`src/rtl/shift_reg_universal.sv`:
```
// Universal WIDTH-bit shift register with a built-in LSB-first serial-transmit sequencer.
// Modes: hold, load, logical shift, rotate and clear. A start request shifts q out on sout over WIDTH cycles.
module shift_reg_universal #(
    parameter int unsigned     WIDTH     = 8,
    parameter logic [WIDTH-1:0] RESET_VAL = '0
) (
    input  logic                         clk,
    input  logic                         rst_n,
    input  logic [2:0]                   mode,
    input  logic [WIDTH-1:0]             d,
    input  logic                         sin,
    input  logic                         start,
    output logic [WIDTH-1:0]             q,
    output logic                         sout,
    output logic                         busy,
    output logic                         done,
    output logic [$clog2(WIDTH+1)-1:0]   count
);

    localparam int unsigned CW = $clog2(WIDTH + 1);

    localparam logic [2:0] MODE_LOAD = 3'b001;
    localparam logic [2:0] MODE_SHL  = 3'b010;
    localparam logic [2:0] MODE_SHR  = 3'b011;
    localparam logic [2:0] MODE_ROL  = 3'b100;
    localparam logic [2:0] MODE_ROR  = 3'b101;
    localparam logic [2:0] MODE_CLR  = 3'b110;

    typedef enum logic [1:0] {
        S_IDLE  = 2'd0,
        S_SHIFT = 2'd1,
        S_DONE  = 2'd2
    } state_e;

    state_e            state_q, state_d;
    logic [WIDTH-1:0]  q_q, q_d;
    logic [CW-1:0]     count_q, count_d;
    logic              busy_q, busy_d;
    logic              done_q, done_d;

    // State and output registers; reset aborts any transfer in flight.
    always_ff @(posedge clk or negedge rst_n) begin
        if (!rst_n) begin
            state_q <= S_IDLE;
            q_q     <= RESET_VAL;
            count_q <= '0;
            busy_q  <= 1'b0;
            done_q  <= 1'b0;
        end else begin
            state_q <= state_d;
            q_q     <= q_d;
            count_q <= count_d;
            busy_q  <= busy_d;
            done_q  <= done_d;
        end
    end

    // Next-state and registered-output logic; busy/done are decoded one cycle early.
    always_comb begin
        state_d = state_q;
        q_d     = q_q;
        count_d = count_q;
        busy_d  = 1'b0;
        done_d  = 1'b0;

        case (state_q)
            S_IDLE: begin
                count_d = '0;
                if (start) begin
                    state_d = S_SHIFT;
                    busy_d  = 1'b1;
                end else begin
                    case (mode)
                        MODE_LOAD: q_d = d;
                        MODE_SHL:  q_d = {q_q[WIDTH-2:0], sin};
                        MODE_SHR:  q_d = {sin, q_q[WIDTH-1:1]};
                        MODE_ROL:  q_d = {q_q[WIDTH-2:0], q_q[WIDTH-1]};
                        MODE_ROR:  q_d = {q_q[0], q_q[WIDTH-1:1]};
                        MODE_CLR:  q_d = '0;
                        default:   q_d = q_q;
                    endcase
                end
            end

            S_SHIFT: begin
                q_d     = {sin, q_q[WIDTH-1:1]};
                count_d = count_q + CW'(1);
                if (count_q == CW'(WIDTH - 1)) begin
                    state_d = S_DONE;
                    done_d  = 1'b1;
                end else begin
                    busy_d  = 1'b1;
                end
            end

            S_DONE: begin
                state_d = S_IDLE;
                count_d = '0;
            end

            default: begin
                state_d = S_IDLE;
                count_d = '0;
            end
        endcase
    end

    assign q     = q_q;
    assign sout  = q_q[0];
    assign busy  = busy_q;
    assign done  = done_q;
    assign count = count_q;

endmodule
```
`config.mk`:
```
export PLATFORM = sky130hd
export DESIGN_NAME = shift_reg_universal
export DESIGN_NICKNAME = d
export VERILOG_FILES = /design/src/rtl/shift_reg_universal.sv
export SDC_FILE = /design/constraint.sdc
export NUM_CORES = 1
export LEC_CHECK = 0
export ABC_AREA = 1
export BUFFER_PORTS_ARGS = -buffer_cell sky130_fd_sc_hd__buf_2
export CORE_ASPECT_RATIO = 1.1
export CORE_MARGIN = 2
export CORE_UTILIZATION = 53
export CTS_CLUSTER_DIAMETER = 150
export CTS_CLUSTER_SIZE = 30
export DETAILED_ROUTE_END_ITERATION = 7
export MAX_ROUTING_LAYER = met4
export PLACE_DENSITY = 0.93
export SLEW_MARGIN = 20
export SYNTH_ARGS = -nofsm -noshare
export SYNTH_HDL_FRONTEND = slang
export SYNTH_SLANG_ARGS = --single-unit
```
`constraint.sdc`:
```
create_clock -name clk -period 1.7 [get_ports clk]
set_input_delay 0 -clock clk [delete_from_list [all_inputs] [get_ports clk]]
set_output_delay 0 -clock clk [all_outputs]
set_load 0.01 [all_outputs]
```
# After elaboration in Yosys (flattened, before gate mapping)
# Cells that the tools add are included.
[classes] add_sub_neg=1 eq_ne=12 mux=12 n_reduce_logical=4
[op_table] op="8-bit case mux with 6 select lines" n=1
[op_table] op="8-bit case mux with 2 select lines" n=1
[op_table] op="3-bit equality test, second input constant" n=3
[op_table] op="8-bit two-way mux" n=1
[op_table] op="7-bit by 1-bit inequality test with 1-bit output, second input constant" n=1
[op_table] op="3-bit by 2-bit equality test with 1-bit output, second input constant" n=2
[op_table] op="2-bit inequality test, second input constant" n=3
[op_table] op="4-bit by 1-bit adder with 4-bit output, second input constant" n=1
[op_table] op="4-bit by 3-bit equality test with 1-bit output, second input constant" n=1
[op_table] op="1-bit two-way mux" n=4
[op_table] op="2-bit two-way mux" n=2
[op_table] op="4-bit two-way mux" n=1
[op_table] op="2-bit case mux with 2 select lines" n=1
[op_table] op="3-bit by 1-bit equality test with 1-bit output, second input constant" n=1
[op_table] op="3-bit AND reduction" n=1
[op_table] op="2-bit by 1-bit equality test with 1-bit output, second input constant" n=1
[op_table] op="2-bit logical NOT" n=1
[op_table] op="1-bit case mux with 2 select lines" n=1
[op_table] op="2-bit AND reduction" n=1
[op_table] op="2-bit nonzero test" n=1
[totals] regBits=16 input_bits=15 out_inout_bits=15 elab_cells=34

# Logic depth before layout (Yosys ltp)
# Gate-level depths: netlist (run 1).
[logic_depth] ltp_word=4 depth_mapped=9 ltp_nobuf=9

# Least setup slack after synthesis (run 1)
# Ideal clock, no wire load.
[synth_timing] kind="register to register" start="register state_q[0]" end="register q_q[5] (netlist: q[5])" setup_ns=0.113 t_arrival_ns=0.998 t_required_ns=1.587 slack_ns=0.589 path_stages_with_launch=8 n_path_buf=0 synth_period_minus_slack_ns=1.111 cell_sequence="dfrtp_1 nor2_1 nand2_1 nor2_2 nor2_4 or2_0 nand2_1 inv_1"
[synth_via] elab_chain_len=3 elab_cells_between_ends=7 classes_between="eq/ne (3); mux (1); reduce/logical (3)"
[synth_rtl] item="start, declared" line="35" rtl="state_e state_q, state_d;"
[synth_rtl] item="start signal, assigned" line="50" rtl="state_q <= state_d;"
[synth_rtl] item="2-bit logical NOT or 2-bit by 1-bit equality test with 1-bit output (tied branches)" line="66" rtl="case (state_q)"
[synth_rtl] item="7-bit by 1-bit inequality test with 1-bit output (no line) (tied with other cells)"
[synth_rtl] item="3-bit AND reduction (no line)"
[synth_rtl] item="end signal, assigned" line="51" rtl="q_q <= q_d;"
[synth_rtl] item="end, declared" line="36" rtl="logic [WIDTH-1:0] q_q, q_d;"
# Several ways; a longest one is shown, not always the timed one.
# A chain may end at the register's enable or synchronous reset.

# Worst setup path after layout (run 1)
[layout_timing] start="register state_q[1]" end="register q_q[7] (netlist: q[7])"
# The elaborated chain is that of the path after synthesis.

==> run_results.csv, run 1 <==
group,metric,value,unit
min_path,whs_path_depth,5,
critical_path,timing.rr.end,"q[7]",
critical_path,arrival,1.51,ns
placement,dp_hpwl,1720,um
power_and_ir_drop,seqPwrFrac,37.8,%
placement,io_buffers,29,
sta,slew_violations,0,
critical_path,cp_max_fo,13,
final_layout,final_cell_mix,"nand2_1 (55), buf_2 (29), nor2_1 (24)",
floorplan,dieArea,2170,sq um
power_and_ir_drop,ir_drop,0.000876,V
floorplan,die_h,48.6,um
sta,setup_tns,0,ns
critical_path,reg2reg_slack,0.38,ns
route,drt-vias-per-instance,5.36,
synth,ys_ff_latch,16,
synth,synth_area,960,sq um
clock_network,post_cts_buffers,0,
sta,rsz0062_at_grt,"false",
synth,synth.avg_cell_area,6.71,sq um
critical_path,required,1.90,ns
sta,timing_hold_violations_final,0,
floorplan,fp.dieW,44.6,um
power_and_ir_drop,p_int,1070,uW
route,wl_per_cell,11.8,um
critical_path,crit_path_start_kind,"flip-flop",
route,totalWireLength,2290,um
global_routing,grt-ovfl-total,0,
synth,ys_types,19,
route,ant_nets,0,
floorplan,start_util,55.1,%
power_and_ir_drop,power_density,1670,nW/um^2
sta,setup_ws,0.384,ns
final_layout,area.sequential,400,sq um
clock_network,cts.sinks,16,
placement,place.gp.congestion,0.837,
critical_path,r2r_cells,7,
critical_path,regToRegStartpoint,"state_q[1]",
clock_network,worstSkewPairLatency,0.29,ns
clock_network,clockBufferDepth,2,
clock_network,hold_buffers,2,
synth,syn_nets,159,
power_and_ir_drop,switchingPower,883,uW
clock_network,cts_root_buffer,"clkbuf_4",
floorplan,design.core.area,1740,sq um
synth,yosys_warnings,0,
placement,place_ws,0.390,ns
min_path,hp-class,"primary input to flip-flop",
final_layout,areaGrowthSynthToFinish,21.6,%
power_and_ir_drop,combPwrFrac,49.1,%
final_layout,nets,193,
synth,yosysSeqAreaShare,41.7,%
clock_network,clk_pin_slew,0.10,ns
final_layout,diodes,0,
synth,synthCells,143,
route,vias,1040,
floorplan,boundaryPins,30,
final_layout,final_layout_size_suffix_gt1_share,21.6,%
sta,post-route-period-util,77.4,%
sta,period_minus_slack,1.32,ns
sta,maxSlewHeadroom,73.1,%
global_routing,grt.total_usage,23.2,%
global_routing,grt_pass1_vias,904,
sta,setup_viol_count_final,0,
power_and_ir_drop,total_leakage_power,0.000667,uW
min_path,hold_end,"q[6]",
floorplan,rows,16,
route,dr.pass1.iters,4,
critical_path,cp-end-kind,"flip-flop",
min_path,min_from,"d[6]",
final_layout,layout_commonest_cell,"nand2_1",
flow_run,cap_viol_max_count,0,
global_routing,grt_max_degree,17,
clock_network,h-tree-depth,1,
route,post-route-drc-count,0,
sta,hold_ws,0.0177,ns
power_and_ir_drop,power_frac_clock,13.1,%
sta,fin_skew,0.00970,ns
critical_path,crit_type,"flip-flop to flip-flop",
sta,clock.fmax,760,MHz
power_and_ir_drop,switching_share,45.2,%
clock_network,cts_buffers,3,
outcome,status,"finished, final reports clean",
sta,worstMarginPinSlew,0.402,ns
final_layout,multiInputGateArea,479,sq um
route,first_iter_violations,48,
clock_network,cts-resized-gates,0,
global_routing,antenna_found_initial,0,
clock_network,cts_tree,"built",
global_routing,grt_pass1_wl,3750,um
final_layout,n_fill_cell,163,
[kinds of logic (layout without fill, tap and decap cells)]
kind of cell | after synthesis | after routing | synth area share [%]
compound gates | 4 | 4 | 2.09
simple gates | 103 | 103 | 45.6
fa+ha+maj | 1 | 1 | 1.30
buf+inv | 18 | 51 | 8.34
flops | 16 | 16 | 41.7
xor+xnor | 1 | 1 | 0.913
[power by group through the flow]
stage / Combinational [uW] / Sequential (uW) / Clock [uW]
final: 959 / 739 / 255
after floorplan: 606 / 785 / 0
after detailed placement: 954 / 743 / 0
after global placement: 919 / 736 / 0
after global routing: 1100 / 761 / 269
after CTS: 963 / 736 / 257
[registers in the layout (all words and copies together), names as in the netlist]
name	count
busy	1
count	4
done	1
q	8
state_q	2
[how the worst max path moves through the flow]
stage          startpoint    to  slack (ns)  depth (start not counted)
3_3_place_gp   state_q[1]  q[2]        0.47                          7
5_1_grt        state_q[1]  q[0]        0.24                          7
4_1_cts        state_q[1]  q[7]        0.38                          7
2_1_floorplan  state_q[0]  q[5]        0.59                          7
3_5_place_dp   state_q[1]  q[2]        0.39                          7
6_report       state_q[1]  q[7]        0.38                          7
[layer usage]
metal,global-route usage (%),share of wire (%),vias up
met1,29.6,43,477
met3,2.24,6.5,4
li1,-,-,512
met4,7.07,1.1,0
met2,38.2,49,47
met5,-,0,-
[synthesized netlist by cell type]
master    n  area (sq um)
inv_2     1          3.75
ha_1      1          12.5
nor3_1    2          10.0
nor2_4    1          11.3
dfrtp_1  16           400
xor2_1    1          8.76
nand4_1   6          37.5
nor2_2    1          6.26
nand2_1  55           206
o21ai_0   4          20.0
inv_1    14          52.6
nor2_1   24          90.1
buf_2     1          5.00
or2_0     2          12.5
nand3_1  10          50.1
nor3b_1   1          7.51
nand2_2   1          6.26
buf_6     1          11.3
buf_4     1          7.51
[critical path, cell delays in order, from the launching register on]
cell and delay [ns]:
dfrtp_1 0.39, inv_1 0.07, nand2_1 0.24, buf_4 0.27, nor2_1 0.09, nor2_1 0.06, nand2_1 0.06, nand2_1 0.04
[area by class of cell]
| cell class | count | area share (%) |
|---|---|---|
| Multi-Input combinational cell | 109 | 41.1 |
| Sequential cell | 16 | 34.3 |
| Timing Repair Buffer | 32 | 14.8 |
| Inverter | 15 | 4.82 |
| Clock buffer | 4 | 3.11 |
| Tap cell | 18 | 1.93 |
[stage by stage]
step / utilization [%] / cells / cell area [sq um] / power (uW)
2_1_floorplan: - / 143 / 960 / 1390
3_3_place_gp: 63.8 / 188 / 1110 / 1650
3_5_place_dp: 63.8 / 188 / 1110 / 1700
4_1_cts: 67.0 / 194 / 1170 / 1960
5_1_grt: 67.0 / 194 / 1170 / 2130
6_report: 67.0 / 194 / 1170 / 1950
Note: power is estimated with default switching activity, not from simulation.
==> run 2: changes to the inputs <==
CORE_UTILIZATION = 49   (was 53)
PLACE_DENSITY = 0.88   (was 0.93)
clock period = 1.4 ns   (was 1.7 ns; I/O delays follow)
==> run_results.csv, run 2 (synthesis results as in run 1) <==
group,metric,value,unit
global_routing,grt_pass1_vias,790,
power_and_ir_drop,switching_share,44.3,%
power_and_ir_drop,seqPwrFrac,37.6,%
global_routing,grt.total_usage,19.4,%
critical_path,crit_end,"q[7]",
critical_path,cp_max_fo,10,
critical_path,required,1.59,ns
power_and_ir_drop,power_density,1990,nW/um^2
power_and_ir_drop,p_int,1320,uW
critical_path,arrival,1.38,ns
sta,setup_viol_count_final,0,
final_layout,nets,194,
route,post-route-drc-count,0,
clock_network,post_cts_buffers,0,
floorplan,die_h,50.4,um
sta,timing_hold_violations_final,0,
global_routing,grt-ovfl-total,0,
final_layout,areaGrowthSynthToFinish,23.6,%
critical_path,reg2reg_slack,0.21,ns
sta,setup_tns,0,ns
sta,slew_violations,0,
placement,io_buffers,29,
power_and_ir_drop,power_frac_clock,13.1,%
power_and_ir_drop,switchingPower,1050,uW
placement,place_ws,0.209,ns
final_layout,diodes,0,
placement,place.gp.congestion,0.844,
final_layout,largest_register_ffs,8,
clock_network,clockBufferDepth,2,
sta,rsz0062_at_grt,"false",
floorplan,boundaryPins,30,
clock_network,cts_buffers,3,
final_layout,layout_commonest_cell,"nand2_1",
sta,worstMarginPinSlew,0.359,ns
sta,setup_ws,0.207,ns
power_and_ir_drop,total_leakage_power,0.000672,uW
route,ant_nets,0,
floorplan,fp.dieW,46.2,um
final_layout,final_util,65.1,%
route,drt-vias-per-instance,4.80,
critical_path,cp-end-kind,"flip-flop",
critical_path,regToRegStartpoint,"state_q[0]",
route,vias,979,
critical_path,timing.rr.end,"q[7]",
route,wl_per_cell,9.94,um
sta,period_minus_slack,1.19,ns
clock_network,worstSkewPairLatency,0.29,ns
sta,fin_skew,0.00962,ns
sta,clock.fmax,838,MHz
outcome,status,"finished, final reports clean",
route,dr.pass1.iters,4,
global_routing,grt_max_degree,17,
floorplan,start_util,52.7,%
power_and_ir_drop,combPwrFrac,49.3,%
route,totalWireLength,2030,um
clock_network,cts_root_buffer,"clkbuf_4",
final_layout,final_cell_mix,"nand2_1 (55), buf_2 (29), nor2_1 (24)",
critical_path,crit_start,"state_q[0]",
route,first_iter_violations,27,
global_routing,antenna_found_initial,0,
critical_path,r2r_cells,8,
min_path,hp-class,"primary input to flip-flop",
sta,post-route-period-util,85.2,%
power_and_ir_drop,ir_drop,0.00147,V
final_layout,final_cells,204,
clock_network,clk_pin_slew,0.10,ns
clock_network,cts_tree,"built",
critical_path,crit_path_start_kind,"flip-flop",
placement,dp_hpwl,1520,um
sta,maxSlewHeadroom,76.1,%
final_layout,final_layout_size_suffix_gt1_share,22.0,%
clock_network,cts-resized-gates,0,
placement,dp.cells,198,
critical_path,crit_type,"flip-flop to flip-flop",
floorplan,design.core.area,1820,sq um
clock_network,cts.sinks,16,
power_and_ir_drop,fin_total_pwr,2360,uW
floorplan,rows,16,
global_routing,grt_pass1_wl,3260,um
flow_run,cap_viol_max_count,0,
clock_network,h-tree-depth,1,
floorplan,dieArea,2330,sq um
## run 2: layout make-up
class,count,area (sq um)
multi-input combinational,109,479
fill,161,636
clock buffer,4,36.3
inverter,15,56.3
timing repair buffer,33,180
tap,27,33.8
sequential,16,400
## run 2: routing by layer
metal  vias up  part of all wire [%]  global-route usage (%)
met5         -                     0                       -
met2        29                    48                    28.7
met3         0                   4.5                    2.16
met1       436                    47                    27.6
li1        514                     -                       -
met4         0                     0                    6.19
## run 2: timing repair
action / 4_1_cts / 5_1_grt
endpoints found under the setup margin: 0 / 0
hold buffers: 2 / 0
hold endpoints to repair: 18 / 0
## run 2: worst min-delay path by stage
stage / start / endpoint / slack [ns] / depth (start not counted)
after CTS: d[3] / q[3] / 0.006 / 5
after global placement: rst_n / count[0] / -0.07 / 1
final: d[3] / q[3] / 0.007 / 5
after detailed placement: rst_n / count[1] / -0.07 / 1
after global routing: d[6] / q[6] / 0.04 / 5
after floorplan: rst_n / busy / -0.30 / 0
## run 2: power groups by stage
stage                     clock network, uW  logic (uW)  registers, uW
after floorplan                           0         736            953
after global placement                    0        1140            886
after detailed placement                  0        1160            895
after CTS                               312        1180            882
after global routing                    334        1350            922
final                                   310        1170            888
## run 2: per-stage QoR
step	hold WS, ns	area, sq um
after global routing	0.0422	1190
final	0.00734	1190
after detailed placement	-0.0671	1130
after floorplan	-0.296	960
after CTS	0.00626	1190
after global placement	-0.0675	1130
## run 2: critical path, cell delays in order (launching register included)
cell	delay [ns]
dfrtp_1	0.39
nor2_1	0.14
nand2_1	0.08
nor2_2	0.13
nor2_4	0.07
inv_2	0.14
nor2_1	0.06
nand2_1	0.06
nand2_1	0.05
